## src/rtl/slave_port_arbiter.sv

```systemverilog
// Two-master arbiter for one slave port: captures rising-edge requests per master,
// grants round-robin, issues a one-cycle slave request, and returns an ack or a timeout.
module slave_port_arbiter #(
    parameter logic SLAVE_SEL = 1'b0,
    parameter int   TIMEOUT   = 16
) (
    input  logic        clk,
    input  logic        rst_n,
    input  logic        master_1_req,
    input  logic [31:0] master_1_addr,
    input  logic        master_1_cmd,
    input  logic [31:0] master_1_wdata,
    output logic        master_1_ack,
    output logic [31:0] master_1_rdata,
    input  logic        master_2_req,
    input  logic [31:0] master_2_addr,
    input  logic        master_2_cmd,
    input  logic [31:0] master_2_wdata,
    output logic        master_2_ack,
    output logic [31:0] master_2_rdata,
    output logic        slave_req,
    output logic [31:0] slave_addr,
    output logic        slave_cmd,
    output logic [31:0] slave_wdata,
    input  logic        slave_ack,
    input  logic [31:0] slave_rdata,
    output logic        timeout_err
);
    localparam logic [31:0] TIMEOUT_RDATA = 32'hDEADBEEF;
    localparam logic [7:0]  TIMEOUT_CNT   = 8'(TIMEOUT);

    typedef enum logic [1:0] {IDLE, ISSUE, WAIT, RESP} state_t;
    state_t state, state_next;

    logic [1:0]       req, req_d, pending, capture, in_cmd, lat_cmd, addr_hit;
    logic [1:0][31:0] in_addr, in_wdata, lat_addr, lat_wdata, rdata;
    logic             sel, sel_next;  // 0 = master 1, 1 = master 2
    logic             last_grant;
    logic [7:0]       cnt, cnt_inc;
    logic             done, timed_out, to_flag;

    assign req      = {master_2_req, master_1_req};
    assign in_addr  = {master_2_addr, master_1_addr};
    assign in_cmd   = {master_2_cmd, master_1_cmd};
    assign in_wdata = {master_2_wdata, master_1_wdata};
    assign addr_hit = {in_addr[1][31] == SLAVE_SEL, in_addr[0][31] == SLAVE_SEL};
    assign capture  = req & ~req_d & addr_hit & ~pending;

    assign cnt_inc   = cnt + 8'd1;
    assign done      = ((state == ISSUE) || (state == WAIT)) && slave_ack;
    assign timed_out = (state == WAIT) && !slave_ack && (cnt_inc == TIMEOUT_CNT);

    always_comb begin
        // NOTE: defaults first so every path assigns every variable; otherwise a latch is inferred.
        state_next = state;
        sel_next   = sel;
        case (state)
            IDLE: begin
                if (|pending) begin
                    state_next = ISSUE;
                    sel_next   = (&pending) ? ~last_grant : pending[1];
                end
            end
            ISSUE:   state_next = slave_ack ? RESP : WAIT;
            WAIT:    if (done || timed_out) state_next = RESP;
            RESP:    state_next = IDLE;
            default: state_next = IDLE;
        endcase
    end

    // NOTE: sequential state uses <= so every register samples the pre-edge values.
    always_ff @(posedge clk or negedge rst_n) begin
        if (!rst_n) begin
            state <= IDLE;
        end else begin
            state <= state_next;
        end
    end

    // NOTE: latched request fields and rdata are reset as well, since every output must read 0 in reset.
    always_ff @(posedge clk or negedge rst_n) begin
        if (!rst_n) begin
            req_d       <= '0;
            pending     <= '0;
            lat_addr    <= '0;
            lat_cmd     <= '0;
            lat_wdata   <= '0;
            rdata       <= '0;
            sel         <= 1'b0;
            last_grant  <= 1'b1;
            cnt         <= '0;
            to_flag     <= 1'b0;
            slave_addr  <= '0;
            slave_cmd   <= 1'b0;
            slave_wdata <= '0;
        end else begin
            req_d   <= req;
            sel     <= sel_next;
            to_flag <= timed_out;
            cnt     <= (state == WAIT) ? cnt_inc : 8'd0;

            for (int m = 0; m < 2; m++) begin
                if (capture[m]) begin
                    pending[m]   <= 1'b1;
                    lat_addr[m]  <= in_addr[m];
                    lat_cmd[m]   <= in_cmd[m];
                    lat_wdata[m] <= in_wdata[m];
                end else if ((done || timed_out) && (sel == 1'(m))) begin
                    pending[m] <= 1'b0;
                end
            end

            if ((state == IDLE) && (state_next == ISSUE)) begin
                slave_addr  <= lat_addr[sel_next];
                slave_cmd   <= lat_cmd[sel_next];
                slave_wdata <= lat_wdata[sel_next];
            end

            // Only reads return data; a timed-out read reports a recognisable poison word.
            if (!slave_cmd) begin
                if (done) begin
                    rdata[sel] <= slave_rdata;
                end else if (timed_out) begin
                    rdata[sel] <= TIMEOUT_RDATA;
                end
            end

            if (state == RESP) begin
                last_grant <= sel;
            end
        end
    end

    assign slave_req      = (state == ISSUE);
    assign master_1_ack   = (state == RESP) && !sel;
    assign master_2_ack   = (state == RESP) && sel;
    assign master_1_rdata = rdata[0];
    assign master_2_rdata = rdata[1];
    assign timeout_err    = (state == RESP) && to_flag;

endmodule

```

## config.mk

```make
export PLATFORM = sky130hd
export DESIGN_NAME = slave_port_arbiter
export DESIGN_NICKNAME = d
export VERILOG_FILES = /design/src/rtl/slave_port_arbiter.sv
export SDC_FILE = /design/constraint.sdc
export NUM_CORES = 1
export LEC_CHECK = 0
export BUFFER_PORTS_ARGS = -buffer_cell sky130_fd_sc_hd__buf_2
export CORE_MARGIN = 2
export CORE_UTILIZATION = 54
export DETAILED_ROUTE_END_ITERATION = 7
export GPL_TIMING_DRIVEN = 0
export PLACE_DENSITY = 0.8
export SLEW_MARGIN = 20
export SYNTH_ARGS = -nofsm -noshare
export SYNTH_HDL_FRONTEND = slang
export SYNTH_SLANG_ARGS = --single-unit
```

## constraint.sdc

```tcl
create_clock -name clk -period 2.85 [get_ports clk]
set_clock_uncertainty 0.2 [all_clocks]
set_input_delay 0.57 -clock clk [delete_from_list [all_inputs] [get_ports clk]]
set_output_delay 0.57 -clock clk [all_outputs]
set_load 0.02 [all_outputs]
```

Word level (Yosys, flattened, before mapping)

Cells that the tools add are included.
W data, S select, Z words.

Flip-flop bits (word level): 276
Output and inout port bits: 133

Add/subtract/negate cells: 1
$lt $le $gt $ge: 3
Equal/unequal tests: 5
Multiplexer cells: 23
Bitwise gates (word level): 13
Reductions and logical operators: 21

Operator list:

| cell                  | count |
|---|---|
| $mux W32              | 5 |
| $mux W64              | 2 |
| $bwmux W64            | 1 |
| $or A48 B48 Y48       | 1 |
| $demux W32 S1         | 1 |
| $and A16 B16 Y16      | 1 |
| $not A16 Y16          | 1 |
| $logic_and A1 B1 Y1   | 10 |
| $mux W1               | 10 |
| $add A8 B1 Y8 const B | 1 |
| $eq A8 B5 Y1 const B  | 1 |
| $mux W8               | 1 |
| $pmux W2 S4           | 1 |
| $and A2 B2 Y2         | 3 |
| $reduce_bool A2 Y1    | 3 |
| $not A1 Y1            | 5 |
| $eq A2 B1 Y1 const B  | 2 |
| $eq A2 B2 Y1 const B  | 2 |
| $lt A1 B2 Y1 const B  | 2 |
| $mux W2               | 2 |
| $not A2 Y2            | 2 |
| $reduce_and A2 Y1     | 2 |
| $logic_not A1 Y1      | 2 |
| $logic_not A2 Y1      | 1 |
| other kinds (3)       | 4 |

Longest topological paths before layout

Gate-level depths: netlist (run 1).

Word-level depth: 8
Depth in mapped cells: 10
Mapped depth without buffers: 8

Worst setup path after synthesis (run 1)

Ideal clock, no wire load.

Path kind: register to register
Start point: register state[0]
End point: register slave_addr[0]
Setup time: 0.104 ns
Data arrival time: 2.263 ns
Required time: 2.546 ns
Slack: 0.283 ns
Cell stages (with the launch flop): 10
Period minus slack after synthesis: 2.567 ns
Path through: dfrtp_1 inv_1 ha_1 nor4b_1 nor4b_1 o31a_1 buf_2 clkbuf_1 o22ai_1 a221oi_1

Longest elaborated chain between the ends: 8

RTL lines:

| item                                                      | line       | text |
|---|---|---|
| start, declared                                           | 33         | `state_t state, state_next;` |
| start signal, assigned                                    | 76         | `state <= state_next;` |
| $eq A2 B1 Y1 or $eq A2 B2 Y1 (tied branches)              | 50, 57, 51 |  |
| $logic_or A1 B1 Y1 or $logic_and A1 B1 Y1 (tied branches) | 50, 51     |  |
| $logic_and A1 B1 Y1, on equally long branches             | 50, 51     |  |
| $logic_or A1 B1 Y1                                        | 65         | `WAIT: if (done \|\| timed_out) state_next = RESP;` |
| $mux W2                                                   | 65         |  |
| $pmux W2 S4                                               | 57         | `case (state)` |
| $eq A2 B1 Y1                                              | 113        | `if ((state == IDLE) && (state_next == ISSUE)) begin` |
| $logic_and A1 B1 Y1                                       | 113        |  |
| end signal, assigned                                      | 114        | `slave_addr <= lat_addr[sel_next];` |
| end, declared                                             | 22         | `output logic [31:0] slave_addr,` |

Parallel ways exist; a longest one is shown, timed or not. The select of a mux whose other input is x is not followed.
A chain may end at the register's enable or synchronous reset.

Worst setup path after layout (run 1)

Start point: input master_1_req
End point: register lat_addr[26] (netlist name)

Longest elaborated chain between the ends: 3

RTL lines:

| item                          | line | text |
|---|---|---|
| start, declared               | 9    | `input logic master_1_req,` |
| $and A2 B2 Y2 (3 in series)   | 47   | `assign capture = req & ~req_d & addr_hit & ~pending;` |
| end signal, assigned by index | 105  | `lat_addr[m] <= in_addr[m];` |
| end, declared                 | 36   | `logic [1:0][31:0] in_addr, in_wdata, lat_addr, lat_wdata, rdata;` |

No other way between the ends.

==> results of run 1 <==
cell families (layout without fill, tap and decap cells):
group           Yosys count  in the layout  share of synthesized area (%)
compound gates          211            211                           13.6
flops                   276            276                           55.6
buf+inv                 136            494                           4.66
mux                     260            260                           22.9
fa+ha+maj                 7              7                          0.705
simple gates             46             46                           2.10
other cells               0              5                              0
xor+xnor                  6              6                          0.423
path summary, 6_finish.rpt:
| path | start | slack, ns | cells after the start | to |
|---|---|---|---|---|
| worst max-delay path | master_1_req | 0.14 | 6 | lat_addr[26] |
| worst max register to register | pending[1] | 0.15 | 4 | lat_addr[62] |
| worst min register to register | master_2_rdata[19] | 0.28 | 1 | master_2_rdata[19] |
| min in group asynchronous | rst_n | 0.39 | 2 | master_1_rdata[23] |
| max in group asynchronous | rst_n | 1.08 | 3 | lat_wdata[27] |
| worst min-delay path | master_2_addr[8] | 0.05 | 2 | lat_addr[40] |
power groups by stage:
| stage | registers [W] | logic [W] | clock network, W |
|---|---|---|---|
| 2_1_floorplan | 0.00709 | 0.00505 | 0 |
| 3_3_place_gp | 0.00657 | 0.00753 | 0 |
| 3_5_place_dp | 0.00667 | 0.00780 | 0 |
| 4_1_cts | 0.00663 | 0.00796 | 0.00407 |
| 5_1_grt | 0.00685 | 0.00857 | 0.00422 |
| 6_report | 0.00666 | 0.00796 | 0.00399 |
area by class of cell:
type / count / area (µm²) / share of cell area [%]
plain buffers: 66 / 395 / 2.55
diodes: 5 / 12.5 / 0.0806
well taps: 285 / 357 / 2.30
multi-input cells: 530 / 4980 / 32.0
flip-flops and latches: 276 / 6910 / 44.5
repair buffers: 305 / 1600 / 10.3
clock inverters: 14 / 178 / 1.14
inverters: 69 / 259 / 1.67
clock buffers: 40 / 847 / 5.45
registers in the layout (all words and copies together) (netlist names):
register / flops
last_grant: 1
lat_wdata: 64
slave_cmd: 1
state: 2
pending: 2
to_flag: 1
lat_addr: 64
slave_wdata: 32
master_2_rdata: 32
cnt: 8
lat_cmd: 2
sel: 1
slave_addr: 32
master_1_rdata: 32
req_d: 2
routing by layer:
metal / up-vias / GRT usage [%] / routed length, µm
li1: 4224 / - / -
met1: 4753 / 33.2 / 13200
met3: 73 / 6.61 / 2450
met5: - / 0 / 41
met4: 6 / 9.13 / 888
met2: 371 / 47.9 / 16800
placed cells by master (no fill, tap or decap), drive strengths merged, types with 10 or more instances in the layout:
cell    synthesis  routed
mux2i          66      66
buf            26     330
dfrtp         275     275
inv            69      71
o22ai          65      65
o22a           48      48
clkbuf         41      78
nand2          10      10
a221oi         65      65
a22o           16      16
mux2          194     194
worst max-delay path: cells and delay by family:
kind	cells	cell delay, ns
buffers and inverters	4	1.55
AND/OR/NAND/NOR	1	0.41
multiplexers	1	0.38
stage by stage:
step                      hold slack, ns  instances
after floorplan                   0.0744        942
after detailed placement           0.272       1528
after global routing              0.0332       1589
after global placement             0.265       1526
after CTS                         0.0308       1584
final                             0.0495       1590
what timing repair did:
action	CTS	global route
setup endpoints to repair	143	121
buffers inserted	0	1
hold endpoints to repair	80	0
resized for setup	37	31
pin swaps	0	1
hold buffers	3	0
cloned	0	0
==> impl_metrics.json, run 1 <==
{
  "synth_area_leaders": "dfrtp_1 (55%), mux2_2 (18%), mux2i_1 (5.3%), a221oi_1 (4.6%), o22a_1 (3.4%)",
  "syn_area_per_cell_um2": 13.2,
  "drive_gt1_share_pct": 47.1,
  "h-tree-depth": 1,
  "syn_inst": 942,
  "grtUsageTotal_pct": 27.3,
  "seqPwrFrac_pct": 35.8,
  "period_share_pct": 95.0,
  "preCtsSetupSlack_ns": -0.657,
  "yosysMostFrequentCell": "dfrtp_1",
  "via_per_inst": 5.93,
  "fin_setup_tns_ns": 0,
  "grt_pass1_wl_mm": 52.7,
  "setup_slack_ns": 0.144,
  "core-area_um2": 22600,
  "relSlewSlack_pct": 29.5,
  "combPwrFrac_pct": 42.7,
  "p_leak_nw": 7.24,
  "drt_iter0_markers": 513,
  "synth_common_cells": "dfrtp_1 (275), mux2_2 (194), inv_1 (69), mux2i_1 (66)",
  "antenna_found_initial": 8,
  "ant_nets": 0,
  "async_flop_share_pct": 100,
  "synth_top_area_share_pct": 55.4,
  "place_area_um2": 14300,
  "fp.dieW_um": 156,
  "rows": 55,
  "switching_power_w": 0.00681,
  "setup_viol": 0,
  "hold_class": "input port to register",
  "yosys.area.top_type": "dfrtp_1",
  "fin_util_pct": 68.6,
  "cpMostUsedCell": "clkbuf_2",
  "initial_core_util_pct": 54.9,
  "synth_nets": 1116,
  "grt-ovfl-total": 0,
  "cp_slowest_cell": "dlygate4sd3_1",
  "cts_tree": "done",
  "cts_buffers": 29,
  "maxCapViolCount": 0,
  "remaining_drc_errors": 0,
  "clkSlewWorstSetupHoldPaths_ns": 0.06,
  "slew_viol_final": 0,
  "min_period_ns": 2.71,
  "critPathKind": "input port to register",
  "routedWlPerCell_um": 21.0,
  "start_kind": "input port",
  "tightest_slew_ns": 1.05,
  "grt_pass1_vias": 9804,
  "dr.pass1.iters": 5,
  "arrival_ns": 2.94,
  "areaGrowthSynthToFinish_pct": 25.0,
  "outcome": "finished clean",
  "ys_seq_area_share_pct": 55.6,
  "globalplace.congestion": 0.796,
  "root_buffer": "clkbuf_16",
  "path_max_fanout": 10,
  "dieArea_um2": 24200,
  "max_freq_mhz": 369,
  "die_h_um": 156,
  "hold_viol": 0,
  "final_area_um2": 15500,
  "vias": 9427,
  "synth_ff_type": "dfrtp_1",
  "cts_buffer_depth": 3,
  "synth_edf_count": 0,
  "p_total_w": 0.0186,
  "cts.sinks": 276,
  "grt_max_degree": 100,
  "switching_share_pct": 36.6,
  "critPathMaxStageDelay_ns": 0.55,
  "worst_setup_path_end_kind": "register",
  "intPower_w": 0.0118,
  "portBuffers": 299,
  "pwr-share-clk_pct": 21.5,
  "ir_worst_vdd_mv": 0.710,
  "n_fill_cell": 1664,
  "synth_seq_cells": 276,
  "final_nets": 1451,
  "p_per_area_nw_per_um2": 1200,
  "drt_wl_total_mm": 33.4,
  "crit_required_ns": 3.08,
  "ys_warn_count": 0,
  "insertion_delay_ns": 0.54,
  "top_level_ports": 300,
  "dp_hpwl_mm": 23.0,
  "cp_cell_sequence": "dlygate4sd3_1 > buf_2 > nor4b_2 > clkbuf_2 > clkbuf_2 > mux2_2",
  "syn_area_um2": 12400,
  "synthDistinctLibCells": 41
}
Note: power is estimated with default switching activity, not from simulation.
==> run 2: changes to the inputs <==
--- a/config.mk
+++ b/config.mk
@@ -6,7 +6,6 @@
 export NUM_CORES = 1
 export LEC_CHECK = 0
 export BUFFER_PORTS_ARGS = -buffer_cell sky130_fd_sc_hd__buf_2
-export CORE_MARGIN = 2
 export CORE_UTILIZATION = 54
 export DETAILED_ROUTE_END_ITERATION = 7
 export GPL_TIMING_DRIVEN = 0
==> impl_metrics.json, run 2 (synthesis results as in run 1) <==
{
  "hold_depth": 2,
  "start_kind": "register",
  "reg2reg_slack_ns": 0.16,
  "regArea_um2": 6910,
  "layout_common_cells": "buf_2 (303), dfrtp_1 (274), mux2_2 (194)",
  "dieArea_um2": 23600,
  "cp_num_buf_inv": 3,
  "drt_iter0_markers": 490,
  "cp_top_family": "simple AND/OR/NAND/NOR gates",
  "clkSlewWorstSetupHoldPaths_ns": 0.06,
  "initial_core_util_pct": 54.9,
  "grtUsageTotal_pct": 27.6,
  "cts_buffer_depth": 3,
  "remaining_drc_errors": 0,
  "insertion_delay_ns": 0.54,
  "cp_slowest_cell": "dfrtp_2",
  "drt_wl_total_mm": 32.5,
  "critPathKind": "register to register",
  "fin_setup_tns_ns": 0,
  "multiInputGateArea_um2": 4970,
  "p_per_area_nw_per_um2": 1180,
  "r2r_end": "slave_addr[0]",
  "hold-worst-slack_ns": 0.0610,
  "critPathMaxStageDelay_ns": 0.42,
  "routedWlPerCell_um": 20.4,
  "n_fill_cell": 1644,
  "areaGrowthSynthToFinish_pct": 24.1,
  "grt_pass1_wl_mm": 51.6,
  "tightest_slew_ns": 0.905,
  "placed_cells": 1528,
  "globalplace.congestion": 0.788,
  "hold_viol": 0,
  "cts_buffers": 29,
  "hold_class": "input port to register",
  "ir_worst_vdd_mv": 0.764,
  "final_common_cell": "buf_2",
  "h-tree-depth": 1,
  "holdPathEnd": "lat_addr[62]",
  "cts.sinks": 276,
  "antenna_found_initial": 11,
  "maxCapViolCount": 0,
  "path_max_fanout": 10,
  "arrival_ns": 2.92,
  "rr_worst_depth": 9,
  "ant_nets": 0,
  "cp_cell_sequence": "inv_1 > ha_1 > nor4b_2 > nor4b_2 > o31a_1 > buf_4 > clkbuf_4 > o22ai_1 > a221oi_1",
  "root_buffer": "clkbuf_16",
  "crit_required_ns": 3.08,
  "setup_viol": 0,
  "hold_start": "master_2_addr[30]",
  "final_cells": 1593,
  "drive_gt1_share_pct": 46.1,
  "dr.pass1.iters": 4,
  "worstReg2RegStart": "state[0]",
  "vias": 9357,
  "max_freq_mhz": 372,
  "grt-ovfl-total": 0,
  "grt_max_degree": 99,
  "relSlewSlack_pct": 39.2,
  "core-area_um2": 22600,
  "worst_setup_path_end_kind": "register",
  "final_nets": 1453,
  "cpMostUsedCell": "nor4b_2",
  "grt_pass1_vias": 9672,
  "portBuffers": 299,
  "fp.dieW_um": 154,
  "top_regs": "lat_addr (64), lat_wdata (64)",
  "cts_tree": "done",
  "p_leak_nw": 7.18,
  "via_per_inst": 5.87,
  "dp_hpwl_mm": 22.7,
  "rows": 55,
  "period_share_pct": 94.4,
  "top_level_ports": 300,
  "outcome": "finished clean",
  "slew_viol_final": 0,
  "min_period_ns": 2.69,
  "die_h_um": 154
}
## run 2: changes by cell type in the layout (fill, tap and decap cells not counted), sizes merged
cell | previous run | this run
buf | 330 | 332
diode | 5 | 7
inv | 71 | 69
bufinv | 4 | 2
clkinv | 8 | 6
clkbuf | 78 | 83
## run 2: report_power, final
group	switching (W)	leakage, nW	internal (W)	total, W
logic	0.00407	3.33	0.00386	0.00793
registers	0.00110	3.40	0.00552	0.00662
clock network	0.00152	0.452	0.00216	0.00368
total	0.00669	7.18	0.0115	0.0182
## run 2: worst max path at each step
stage                      startpoint               to  cells after the start
finish                       state[0]    slave_addr[0]                      9
global placement                rst_n  slave_wdata[27]                      1
global route                 state[0]    slave_addr[6]                      9
floorplan                    state[0]    slave_addr[0]                      9
CTS                          state[0]  slave_wdata[18]                      9
detailed placement  master_2_addr[31]     lat_addr[58]                      5
## run 2: layer usage
layer | vias to the layer above | part of all wire [%] | global-route usage (%)
met2 | 308 | 48 | 46.7
met3 | 82 | 6.9 | 7.19
met4 | 8 | 3.6 | 9.95
met5 | - | 0.16 | 0
met1 | 4736 | 41 | 34.1
li1 | 4223 | - | -
## run 2: area by class of cell
cell class	instances	share of cell area [%]
Sequential cell	276	44.8
Buffer	66	2.48
Tap cell	285	2.31
Clock inverter	8	0.608
Clock buffer	45	5.35
Timing Repair Buffer	307	10.5
Antenna cell	7	0.114
Multi-Input combinational cell	530	32.2
Inverter	69	1.68
## run 2: worst reg2reg max path: cells and delay by family (launching register included)
kind,cells,cell delay (ns)
buf+inv,3,0.56
compound gates,3,0.57
flops,1,0.42
fa+ha+maj,1,0.24
simple gates,2,0.60
## run 2: through the flow
| step | util (%) | instance area, µm² | power [W] | worst slack (ns) |
|---|---|---|---|---|
| detailed placement | 63.4 | 14300 | 0.0145 | -0.761 |
| floorplan | - | 12400 | 0.0121 | 0.283 |
| global placement | 63.1 | 14300 | 0.0141 | -4.02 |
| finish | 68.1 | 15400 | 0.0182 | 0.161 |
| global route | 68.1 | 15400 | 0.0193 | -0.0266 |
| CTS | 67.8 | 15400 | 0.0183 | 0.0187 |
## run 2: what timing repair did
action,in CTS,in global routing
setup endpoints to repair,140,97
hold buffers,3,0
pin swaps,0,2
endpoints found under the hold margin,82,0
buffers inserted,0,3
resized for setup,30,32
